### src/rtl/axis_hdr_arbiter.sv
// axis_hdr_arbiter: packet-granular round-robin arbiter feeding one header-insertion
// datapath from N AXI-Stream sources. A grant is held from arbitration until the
// granted packet's TLAST handshake, so every beat and sidechannel of a packet comes
// from one source. The data path is a purely combinational mux on the registered grant.
module axis_hdr_arbiter #(
    parameter int N_INPUTS   = 4,
    parameter int DATA_WIDTH = 64,
    parameter int DEST_WIDTH = 16,
    parameter int ID_WIDTH   = 16,
    parameter int USER_WIDTH = 8,
    parameter int IDX_W      = $clog2(N_INPUTS)
) (
    input  logic                             clk,
    input  logic                             rst,
    input  logic [N_INPUTS*DATA_WIDTH-1:0]   src_TDATA,
    input  logic [N_INPUTS*DATA_WIDTH/8-1:0] src_TKEEP,
    input  logic [N_INPUTS-1:0]              src_TLAST,
    input  logic [N_INPUTS*DEST_WIDTH-1:0]   src_TDEST,
    input  logic [N_INPUTS*ID_WIDTH-1:0]     src_TID,
    input  logic [N_INPUTS*USER_WIDTH-1:0]   src_TUSER,
    input  logic [N_INPUTS-1:0]              src_TVALID,
    output logic [N_INPUTS-1:0]              src_TREADY,
    input  logic [N_INPUTS-1:0]              en_mask,
    output logic [DATA_WIDTH-1:0]            arb_TDATA,
    output logic [DATA_WIDTH/8-1:0]          arb_TKEEP,
    output logic                             arb_TLAST,
    output logic [DEST_WIDTH-1:0]            arb_TDEST,
    output logic [ID_WIDTH-1:0]              arb_TID,
    output logic [USER_WIDTH-1:0]            arb_TUSER,
    output logic                             arb_TVALID,
    input  logic                             arb_TREADY,
    output logic                             grant_vld,
    output logic [IDX_W-1:0]                 grant_idx
);

    localparam int KEEP_W = DATA_WIDTH / 8;

    typedef enum logic {
        ARB  = 1'b0,
        XFER = 1'b1
    } state_t;

    state_t              state;
    logic [IDX_W-1:0]    last_idx;
    logic [IDX_W-1:0]    pick;
    logic [IDX_W-1:0]    cand;
    logic [N_INPUTS-1:0] elig;
    logic                last_hs;

    // Only sources that are both requesting and enabled may win a new grant.
    assign elig    = src_TVALID & en_mask;
    assign last_hs = arb_TVALID & arb_TREADY & arb_TLAST;

    // Round-robin search starting just above the previous winner; walking the
    // offsets downward lets the nearest eligible source overwrite farther ones.
    always_comb begin
        pick = last_idx;
        cand = last_idx;
        for (int k = N_INPUTS; k >= 1; k--) begin
            cand = IDX_W'((int'(last_idx) + k) % N_INPUTS);
            if (elig[cand]) begin
                pick = cand;
            end
        end
    end

    // Output mux follows grant_idx even when idle so the waveform does not glitch;
    // valid and ready are only opened while a grant is held.
    always_comb begin
        arb_TDATA  = '0;
        arb_TKEEP  = '0;
        arb_TLAST  = 1'b0;
        arb_TDEST  = '0;
        arb_TID    = '0;
        arb_TUSER  = '0;
        arb_TVALID = 1'b0;
        src_TREADY = '0;
        for (int i = 0; i < N_INPUTS; i++) begin
            if (grant_idx == IDX_W'(i)) begin
                arb_TDATA     = src_TDATA[i*DATA_WIDTH +: DATA_WIDTH];
                arb_TKEEP     = src_TKEEP[i*KEEP_W +: KEEP_W];
                arb_TLAST     = src_TLAST[i];
                arb_TDEST     = src_TDEST[i*DEST_WIDTH +: DEST_WIDTH];
                arb_TID       = src_TID[i*ID_WIDTH +: ID_WIDTH];
                arb_TUSER     = src_TUSER[i*USER_WIDTH +: USER_WIDTH];
                arb_TVALID    = grant_vld & src_TVALID[i];
                src_TREADY[i] = grant_vld & arb_TREADY;
            end
        end
    end

    // Grant FSM: lock onto a source in ARB, release it on the TLAST handshake.
    always_ff @(posedge clk or posedge rst) begin
        if (rst) begin
            state     <= ARB;
            grant_vld <= 1'b0;
            grant_idx <= '0;
            last_idx  <= IDX_W'(N_INPUTS - 1);
        end else begin
            case (state)
                ARB: begin
                    if (|elig) begin
                        grant_idx <= pick;
                        grant_vld <= 1'b1;
                        state     <= XFER;
                    end
                end
                XFER: begin
                    if (last_hs) begin
                        last_idx  <= grant_idx;
                        grant_vld <= 1'b0;
                        state     <= ARB;
                    end
                end
                default: begin
                    grant_vld <= 1'b0;
                    state     <= ARB;
                end
            endcase
        end
    end

endmodule

### config.mk
export PLATFORM = sky130hd
export DESIGN_NAME = axis_hdr_arbiter
export DESIGN_NICKNAME = d
export VERILOG_FILES = /design/src/rtl/axis_hdr_arbiter.sv
export SDC_FILE = /design/constraint.sdc
export NUM_CORES = 1
export LEC_CHECK = 0
export BUFFER_PORTS_ARGS = -buffer_cell sky130_fd_sc_hd__buf_4
export CAP_MARGIN = 0
export CORE_AREA = 10 10 221 223
export CTS_CLUSTER_SIZE = 16
export DETAILED_ROUTE_END_ITERATION = 12
export DIE_AREA = 0 0 231 233
export SYNTH_ARGS = -nofsm -noshare
export SYNTH_HDL_FRONTEND = slang
export SYNTH_SLANG_ARGS = --single-unit
### constraint.sdc
create_clock -name clk -period 3.1 [get_ports clk]
set_input_delay 0.155 -clock clk [delete_from_list [all_inputs] [get_ports clk]]
set_output_delay 0.155 -clock clk [all_outputs]
set_load 0.005 [all_outputs]
==> out/qor.yml, run 1 <==
ir_drop_mv: 0.379
routed_wl_mm: 31.4
finalSetupTns_ns: 0
core_um2: 44100
htreeDepth: 1
rsz0062_at_grt: "no"
final-setup-viol-count: 0
p_per_area_nw_per_um2: 598
synth.largest_area_cell: "mux4_2"
synth.distinct_cells: 26
drt-initial-drc-count: 186
grt_max_degree: 54
ios: 584
slew_viol_final: 0
die_w_um: 231
area_delta_synth_final_pct: 169
end_kind: "output port"
grt_pass1_wl_mm: 41.7
ys_seq_area_frac: 0.0494
grt_usage: 0.105
cts_setup_buffers: 0
antenna_found_initial: 9
power.leakage_nw: 3.78
path_class: "reg2out"
worst_hold_path_type: "in2reg"
path_delay_family: "flip-flops"
routedWlPerCell_um: 23.3
worstPathMaxFanout: 25
globalRouteOverflowTotal: 0
drive_gt1_frac: 0.952
first_pass_iters: 6
yosys_warnings: 0
hold_viol: 0
drtAntennaViolNets: 0
outcome: "finished clean"
io_buffers: 583
critical-path-max-stage-delay_ns: 0.79
viasPerCell: 3.53
layout.nets: 1219
timing.final.crit_period_ns: 2.24
ctsResizeCount: 0
clock_latency_ns: 0.23
std_cell_rows: 77
required_ns: 2.94
critical_path.slowest_cell: "dfrtp_4"
syn_area_um2: 3090
cts_hold_buf: 1
worstPathArrival_ns: 2.09
num_vias: 4772
fin_hold_ws_ns: 0.326
drc: 0
cp-start-kind: "register"
synth.avg_cell_area_um2: 17.3
slew_headroom: 0.617
clk_path_buf_depth: 2
synth.top_cell.area_share: 0.831
fp.dieH_um: 233
max_freq_mhz: 446
synth_area_leaders: "mux4_2, dfrtp_1, buf_4"
clock_sinks: 6
crit_path_cell_trace: "buf_12, mux4_2, buf_4"
fin_crit_sh: 0.723
ys_ff_latch: 6
maxCapViolations: 0
cts_tree: "done"
clk_pin_slew_ns: 0.04
fillers: 4881
syn_nets: 642
critPathBufInv: 2
cts_buffers: 3
dieArea_um2: 53800
skew_ns: 0.00197
grt_pass1_vias: 5514
initial_core_util: 0.0700
dp_hpwl_mm: 28.9
tightest_slew_ns: 0.574
postSynthCellCount: 179
root_buffer: "clkbuf_16"
gp_congestion: 0.926
layer usage:
metal	vias up	wire [um]	global-route usage	share of wire
met2	336	16600	0.191	0.53
met3	12	3500	0.0386	0.11
met1	2376	11100	0.117	0.35
met5	-	26	0	0.00083
met4	4	187	0.0138	0.0059
li1	2044	-	-	-
sequential cells by signal (all words and copies together), names as in the netlist:
name and cells:
last_idx 2, grant_idx 2, state 1, grant_vld 1
synth_stat cells:
| cell | number |
|---|---|
| nand3_1 | 1 |
| a221oi_1 | 1 |
| mux2_2 | 1 |
| o2bb2ai_1 | 1 |
| o31ai_1 | 1 |
| nor3_1 | 1 |
| and3b_1 | 1 |
| buf_2 | 13 |
| o21a_1 | 2 |
| dfstp_2 | 2 |
| dfrtp_1 | 4 |
| and2_1 | 1 |
| and4_1 | 1 |
| o21ai_0 | 1 |
| nand2_1 | 6 |
| nor3b_1 | 2 |
| mux4_2 | 114 |
| nor2_1 | 2 |
| buf_1 | 2 |
| a21oi_1 | 4 |
| mux2_1 | 2 |
| nand3b_1 | 1 |
| buf_4 | 11 |
| nand4b_1 | 1 |
| a22oi_1 | 2 |
| inv_1 | 1 |
cells by family after synthesis:
kind of cell	after synthesis	share of synthesized area
AO/OA/AOI/OAI	12	0.0259
buffers and inverters	27	0.0515
flip-flops	6	0.0494
multiplexers	117	0.842
AND/OR/NAND/NOR	17	0.0308
metrics by stage:
| step | util | power, mW | setup WS (ns) | std cells | cell area (um2) |
|---|---|---|---|---|---|
| 2_1_floorplan | - | 2.53 | 1.55 | 179 | 3090 |
| 3_3_place_gp | 0.186 | 4.83 | 1.05 | 1342 | 8200 |
| 3_5_place_dp | 0.186 | 4.87 | 1.02 | 1342 | 8200 |
| 4_1_cts | 0.188 | 5.11 | 0.769 | 1347 | 8290 |
| 5_1_grt | 0.188 | 5.33 | 0.727 | 1350 | 8300 |
| 6_report | 0.188 | 4.96 | 0.859 | 1351 | 8300 |
where the power goes:
group | switching [mW] | leakage (nW) | internal, mW
combinational | 1.58 | 3.68 | 2.80
clock | 0.0457 | 0.0382 | 0.171
sequential | 0.236 | 0.0636 | 0.131
layout by cell type, fill, tap and decap left out, drive strengths merged, types with 2 or more instances in the layout:
cell    Yosys  routed
buf        26     597
mux4      114     114
nand2       6       6
diode       0       4
a21oi       4       4
clkbuf      0       4
dfrtp       4       4
mux2        3       3
a22oi       2       2
nor2        2       2
o21a        2       2
nor3b       2       2
dfstp       2       2
worst paths after layout:
path                                          start                      end  slack, ns  cells after the start
setup reg to reg           grant_idx[0]$_DFFE_PP0P_  last_idx[0]$_DFFE_PP1P_       1.11                      3
hold / removal                           en_mask[0]          state$_DFF_PP0_       0.33                      4
hold reg to reg                     state$_DFF_PP0_          state$_DFF_PP0_       0.54                      1
max in group asynchronous                       rst  last_idx[0]$_DFFE_PP1P_       2.45                      3
setup / recovery           grant_idx[0]$_DFFE_PP0P_             arb_TDATA[9]       0.86                      3
min in group asynchronous                       rst          state$_DFF_PP0_       0.39                      3
tightest hold or removal path: cells and delay by family:
family	cells	cell delay (ns)
AOI/OAI and AO/OA	2	0.19
buffers and inverters	1	0.09
and+or+nand+nor	1	0.08
cell type report:
cell class	count	area [um2]	area share
sequential	6	160	0.0193
inverter	1	3.75	0.000452
tap	592	741	0.0893
multi-input combinational	146	2780	0.335
antenna	4	10.0	0.00121
clock buffer	4	78.8	0.00950
timing repair buffer	598	4530	0.546
Power figures use the tool's default switching activity.
==> run 2: changes to the inputs <==
--- a/config.mk
+++ b/config.mk
@@ -7,10 +7,10 @@
 export LEC_CHECK = 0
 export BUFFER_PORTS_ARGS = -buffer_cell sky130_fd_sc_hd__buf_4
 export CAP_MARGIN = 0
-export CORE_AREA = 10 10 221 223
+export CORE_AREA = 10 10 216 218
 export CTS_CLUSTER_SIZE = 16
 export DETAILED_ROUTE_END_ITERATION = 12
-export DIE_AREA = 0 0 231 233
+export DIE_AREA = 0 0 226 228
 export SYNTH_ARGS = -nofsm -noshare
 export SYNTH_HDL_FRONTEND = slang
 export SYNTH_SLANG_ARGS = --single-unit
==> constraint.sdc (replaced) <==
create_clock -name clk -period 1.8 [get_ports clk]
set_input_delay 0.09 -clock clk [delete_from_list [all_inputs] [get_ports clk]]
set_output_delay 0.09 -clock clk [all_outputs]
set_load 0.005 [all_outputs]
==> out/qor.yml, run 2 (synthesis results as in run 1) <==
fillers: 4589
critPathBufInv: 4
routedWlPerCell_um: 24.7
final_util: 0.210
highest_layer: "met5"
required_ns: 1.71
p_sw_mw: 3.84
gp_congestion: 0.899
drc: 0
drive_gt1_frac: 0.959
tightest_slew_ns: 0.358
routed_wl_mm: 33.0
clock_latency_ns: 0.23
slew_viol_final: 0
layout.nets: 1250
drtAntennaViolNets: 0
antenna_found_initial: 15
p_comb_frac: 0.934
rsz0062_at_grt: "yes"
clkPwrFrac: 0.034
clock_sinks: 6
cp_common_cell: "buf_12"
skew_ns: 0.00247
io_buffers: 583
cp-start-kind: "register"
first_pass_iters: 4
path_class: "reg2out"
clk_pin_slew_ns: 0.03
slew_headroom: 0.762
p_seq_frac: 0.032
dp_hpwl_mm: 29.6
final-setup-viol-count: 56
reg_top3: "grant_idx x2, last_idx x2"
p_per_area_nw_per_um2: 1180
grt_pass1_vias: 5574
critical-path-max-stage-delay_ns: 0.51
worstPathArrival_ns: 1.80
ios: 584
path_delay_family: "buffers and inverters"
die_w_um: 226
drt-initial-drc-count: 199
final_cell_mix: "buf_4, mux4_2, buf_6"
grt_usage: 0.117
ir_drop_mv: 0.559
initial_core_util: 0.0726
area_delta_synth_final_pct: 189
worst_hold_path_type: "in2reg"
std_cell_rows: 76
switching_share: 0.364
internal-power_mw: 6.71
timing.final.crit_period_ns: 1.89
root_buffer: "clkbuf_16"
grt_pass1_wl_mm: 43.5
fin_ws_ns: -0.0946
dr_wl_met2_mm: 16.4
stdcell_count: 1336
critical_path.slowest_cell: "dfrtp_4"
htreeDepth: 1
core_um2: 42500
max_freq_mhz: 528
globalRouteOverflowTotal: 0
dieArea_um2: 51500
wl_met3_mm: 3.96
outcome: "finished with violations"
crit_path_cell_trace: "buf_12, buf_16, buf_12, mux4_2, buf_6"
mostFrequentLayoutCell: "buf_4"
violations: "setup timing"
fin_crit_sh: 1.05
viasPerCell: 3.73
cts_tree: "done"
worstPathMaxFanout: 7
end_kind: "output port"
hold_viol: 0
wl_met1_mm: 12.2
fp.dieH_um: 228
num_vias: 4981
cts_buffers: 3
maxCapViolations: 0
grt_max_degree: 56
power.leakage_nw: 4.10
clk_path_buf_depth: 2
place_inst: 1312
[run 2: repair_timing]
| item | 4_1_cts | 5_1_grt |
|---|---|---|
| resized for setup | 53 | 17 |
| setup endpoints to repair | 96 | 107 |
| cloned | 3 | 1 |
| pin swaps | 0 | 0 |
| hold buffers | 1 | 0 |
| endpoints found under the hold margin | 4 | 0 |
| buffers inserted | 9 | 2 |
[run 2: worst register-to-register path: cells and delay by family (launching register included)]
| kind | cells | cell delay [ns] |
|---|---|---|
| muxes | 2 | 0.76 |
| and+or+nand+nor | 1 | 0.21 |
| buffers and inverters | 2 | 0.28 |
| DFF | 1 | 0.51 |
[run 2: worst paths after layout]
path                                          startpoint  slack [ns]  cells past startpoint                       end
worst min-delay path                          en_mask[0]        0.26                      4           state$_DFF_PP0_
min in group asynchronous                            rst        0.35                      3  grant_idx[0]$_DFFE_PP0P_
worst max register to register  grant_idx[0]$_DFFE_PP0P_       -0.05                      5   last_idx[0]$_DFFE_PP1P_
max in group asynchronous                            rst        1.18                      3   last_idx[0]$_DFFE_PP1P_
worst max-delay path            grant_idx[0]$_DFFE_PP0P_       -0.09                      5             arb_TDATA[21]
worst min register to register           state$_DFF_PP0_        0.52                      1           state$_DFF_PP0_
[run 2: power by group through the flow]
stage,Clock [mW],Sequential (mW),Combinational [mW]
6_report,0.362,0.333,9.85
5_1_grt,0.376,0.349,10.5
4_1_cts,0.366,0.333,9.81
3_5_place_dp,0,0.335,8.68
3_3_place_gp,0,0.331,8.63
2_1_floorplan,0,0.280,4.08
[run 2: through the flow]
| step | total power, mW | cell area [um2] | hold slack (ns) | worst slack [ns] | TNS, ns |
|---|---|---|---|---|---|
| floorplan | 4.36 | 3090 | -0.120 | 0.295 | 0 |
| global placement | 8.96 | 8340 | 0.0272 | 0.128 | 0 |
| detailed placement | 9.01 | 8340 | 0.0289 | 0.112 | 0 |
| CTS | 10.5 | 8810 | 0.269 | -0.0950 | -1.81 |
| global route | 11.2 | 8930 | 0.321 | -0.123 | -5.91 |
| finish | 10.5 | 8930 | 0.264 | -0.0946 | -1.07 |
[run 2: area by class of cell]
| type | instances | area (um2) | area share |
|---|---|---|---|
| antenna | 5 | 12.5 | 0.00140 |
| clock buffer | 3 | 75.1 | 0.00840 |
| inverter | 1 | 3.75 | 0.000420 |
| multi-input combinational | 146 | 2790 | 0.312 |
| sequential | 6 | 160 | 0.0179 |
| tap | 546 | 683 | 0.0765 |
| timing repair buffer | 629 | 5210 | 0.583 |
[run 2: per-layer routing]
metal,vias up,global-route usage
li1,2113,-
met1,2484,0.132
met2,345,0.203
met3,31,0.0503
met4,8,0.0188
met5,-,0
==> run 3: changes to the inputs <==
--- a/config.mk
+++ b/config.mk
@@ -14,3 +14,4 @@
 export SYNTH_ARGS = -nofsm -noshare
 export SYNTH_HDL_FRONTEND = slang
 export SYNTH_SLANG_ARGS = --single-unit
+export TNS_END_PERCENT = 20
==> out/qor.yml, run 3 (synthesis results as in run 1) <==
required_ns: 1.71
holdCritStartpoint: "en_mask[0]"
area_delta_synth_final_pct: 182
routed_wl_mm: 32.2
die_w_um: 226
slew_viol_final: 0
drtAntennaViolNets: 0
fp.dieH_um: 228
dp_hpwl_mm: 29.6
routedWlPerCell_um: 24.2
clk_pin_slew_ns: 0.03
final_cell_mix: "buf_4, mux4_2, buf_6"
ios: 584
worst_hold_path_type: "in2reg"
grt_usage: 0.113
final-setup-viol-count: 91
grt_pass1_wl_mm: 42.3
rsz0062_at_grt: "yes"
clkPwrFrac: 0.036
globalRouteOverflowTotal: 0
end_kind: "output port"
layout.nets: 1242
worstPathMaxFanout: 32
switching_share: 0.367
cts_buffers: 3
antenna_found_initial: 15
drc: 0
ir_drop_mv: 0.524
fin_ws_ns: -0.0958
root_buffer: "clkbuf_16"
reg_top3: "grant_idx x2, last_idx x2"
clk_path_buf_depth: 2
dpl_cell_area_um2: 8340
p_sw_mw: 3.64
clock_latency_ns: 0.23
multiInputGateArea_um2: 2780
fillers: 4597
mostFrequentLayoutCell: "buf_4"
p_seq_frac: 0.035
p_per_area_nw_per_um2: 1140
power.leakage_nw: 4.00
num_vias: 4963
cp-start-kind: "register"
slew_headroom: 0.769
worstPathArrival_ns: 1.81
timing.final.crit_period_ns: 1.90
skew_ns: 0.00210
seq_area_um2: 160
max_freq_mhz: 527
tightest_slew_ns: 0.347
fin_crit_sh: 1.05
drive_gt1_frac: 0.956
io_buffers: 583
initial_core_util: 0.0726
grt_pass1_vias: 5500
fin_area_um2: 8710
critPathLaunch: "grant_idx[1]$_DFFE_PP0P_"
htreeDepth: 1
viasPerCell: 3.74
core_um2: 42500
drt-initial-drc-count: 210
path_class: "reg2out"
r2r_start: "grant_idx[0]$_DFFE_PP0P_"
violations: "setup timing"
outcome: "finished with violations"
clock_sinks: 6
dieArea_um2: 51500
p_comb_frac: 0.928
first_pass_iters: 4
grt_max_degree: 56
gp_congestion: 0.899
internal-power_mw: 6.27
fin_hold_ws_ns: 0.264
cts_tree: "done"
hold_viol: 0
maxCapViolations: 0
std_cell_rows: 76
==> run 3: cell count changes in the layout (fill, tap and decap cells not counted) <==
cell,previous run,this run
buf_12,11,9
buf_16,5,0
buf_4,550,557
buf_6,60,51
buf_8,1,2
mux2_1,0,2
mux2_4,2,0
==> run 3: metrics by stage <==
step,total power [mW],TNS (ns),worst slack (ns),instances,utilization
after floorplan,4.36,0,0.295,179,-
after global placement,8.96,0,0.128,1312,0.196
after detailed placement,9.01,0,0.112,1312,0.196
after CTS,9.73,-4.11,-0.126,1319,0.201
after global routing,10.5,-10.00,-0.144,1326,0.205
final,9.90,-2.81,-0.0958,1328,0.205
==> run 3: cell type report <==
class | count | share of cell area
multi-input combinational | 146 | 0.319
clock buffer | 3 | 0.00861
inverter | 1 | 0.000431
antenna | 5 | 0.00144
tap | 546 | 0.0784
timing repair buffer | 621 | 0.574
sequential | 6 | 0.0184
==> run 3: worst max-delay path, cell delays in order (launching register included) <==
cell	delay, ns
dfrtp_4	0.49
buf_4	0.17
buf_12	0.16
buf_12	0.20
mux4_2	0.34
buf_6	0.14
==> run 3: worst paths after layout <==
path / end / slack, ns / cells past startpoint
hold reg to reg: state$_DFF_PP0_ / 0.52 / 1
setup / recovery: arb_TDATA[10] / -0.1 / 5
max in group asynchronous: last_idx[0]$_DFFE_PP1P_ / 1.19 / 3
min in group asynchronous: grant_idx[0]$_DFFE_PP0P_ / 0.35 / 3
hold / removal: state$_DFF_PP0_ / 0.26 / 4
setup reg to reg: last_idx[1]$_DFFE_PP1P_ / 0.04 / 4
==> run 3: power by group through the flow <==
stage                     clock network (mW)  registers (mW)  logic, mW
after floorplan                            0           0.280       4.08
after global placement                     0           0.331       8.63
after detailed placement                   0           0.335       8.68
after CTS                              0.366           0.337       9.02
after global routing                   0.375           0.373       9.77
final                                  0.359           0.350       9.20
==> run 3: layer usage <==
metal	GRT usage	share of wire	up-vias
met2	0.197	0.50	355
met3	0.0508	0.12	27
met1	0.125	0.37	2481
met4	0.0186	0.0098	8
li1	-	-	2092
met5	0	0.0015	-
==> run 3: timing repair <==
item | CTS | global route
setup endpoints to repair | 96 | 101
gates resized for setup | 28 | 28
cloned | 0 | 1
pin swaps | 0 | 0
setup buffers | 3 | 3
hold endpoints to repair | 4 | 0
hold buffers | 1 | 0
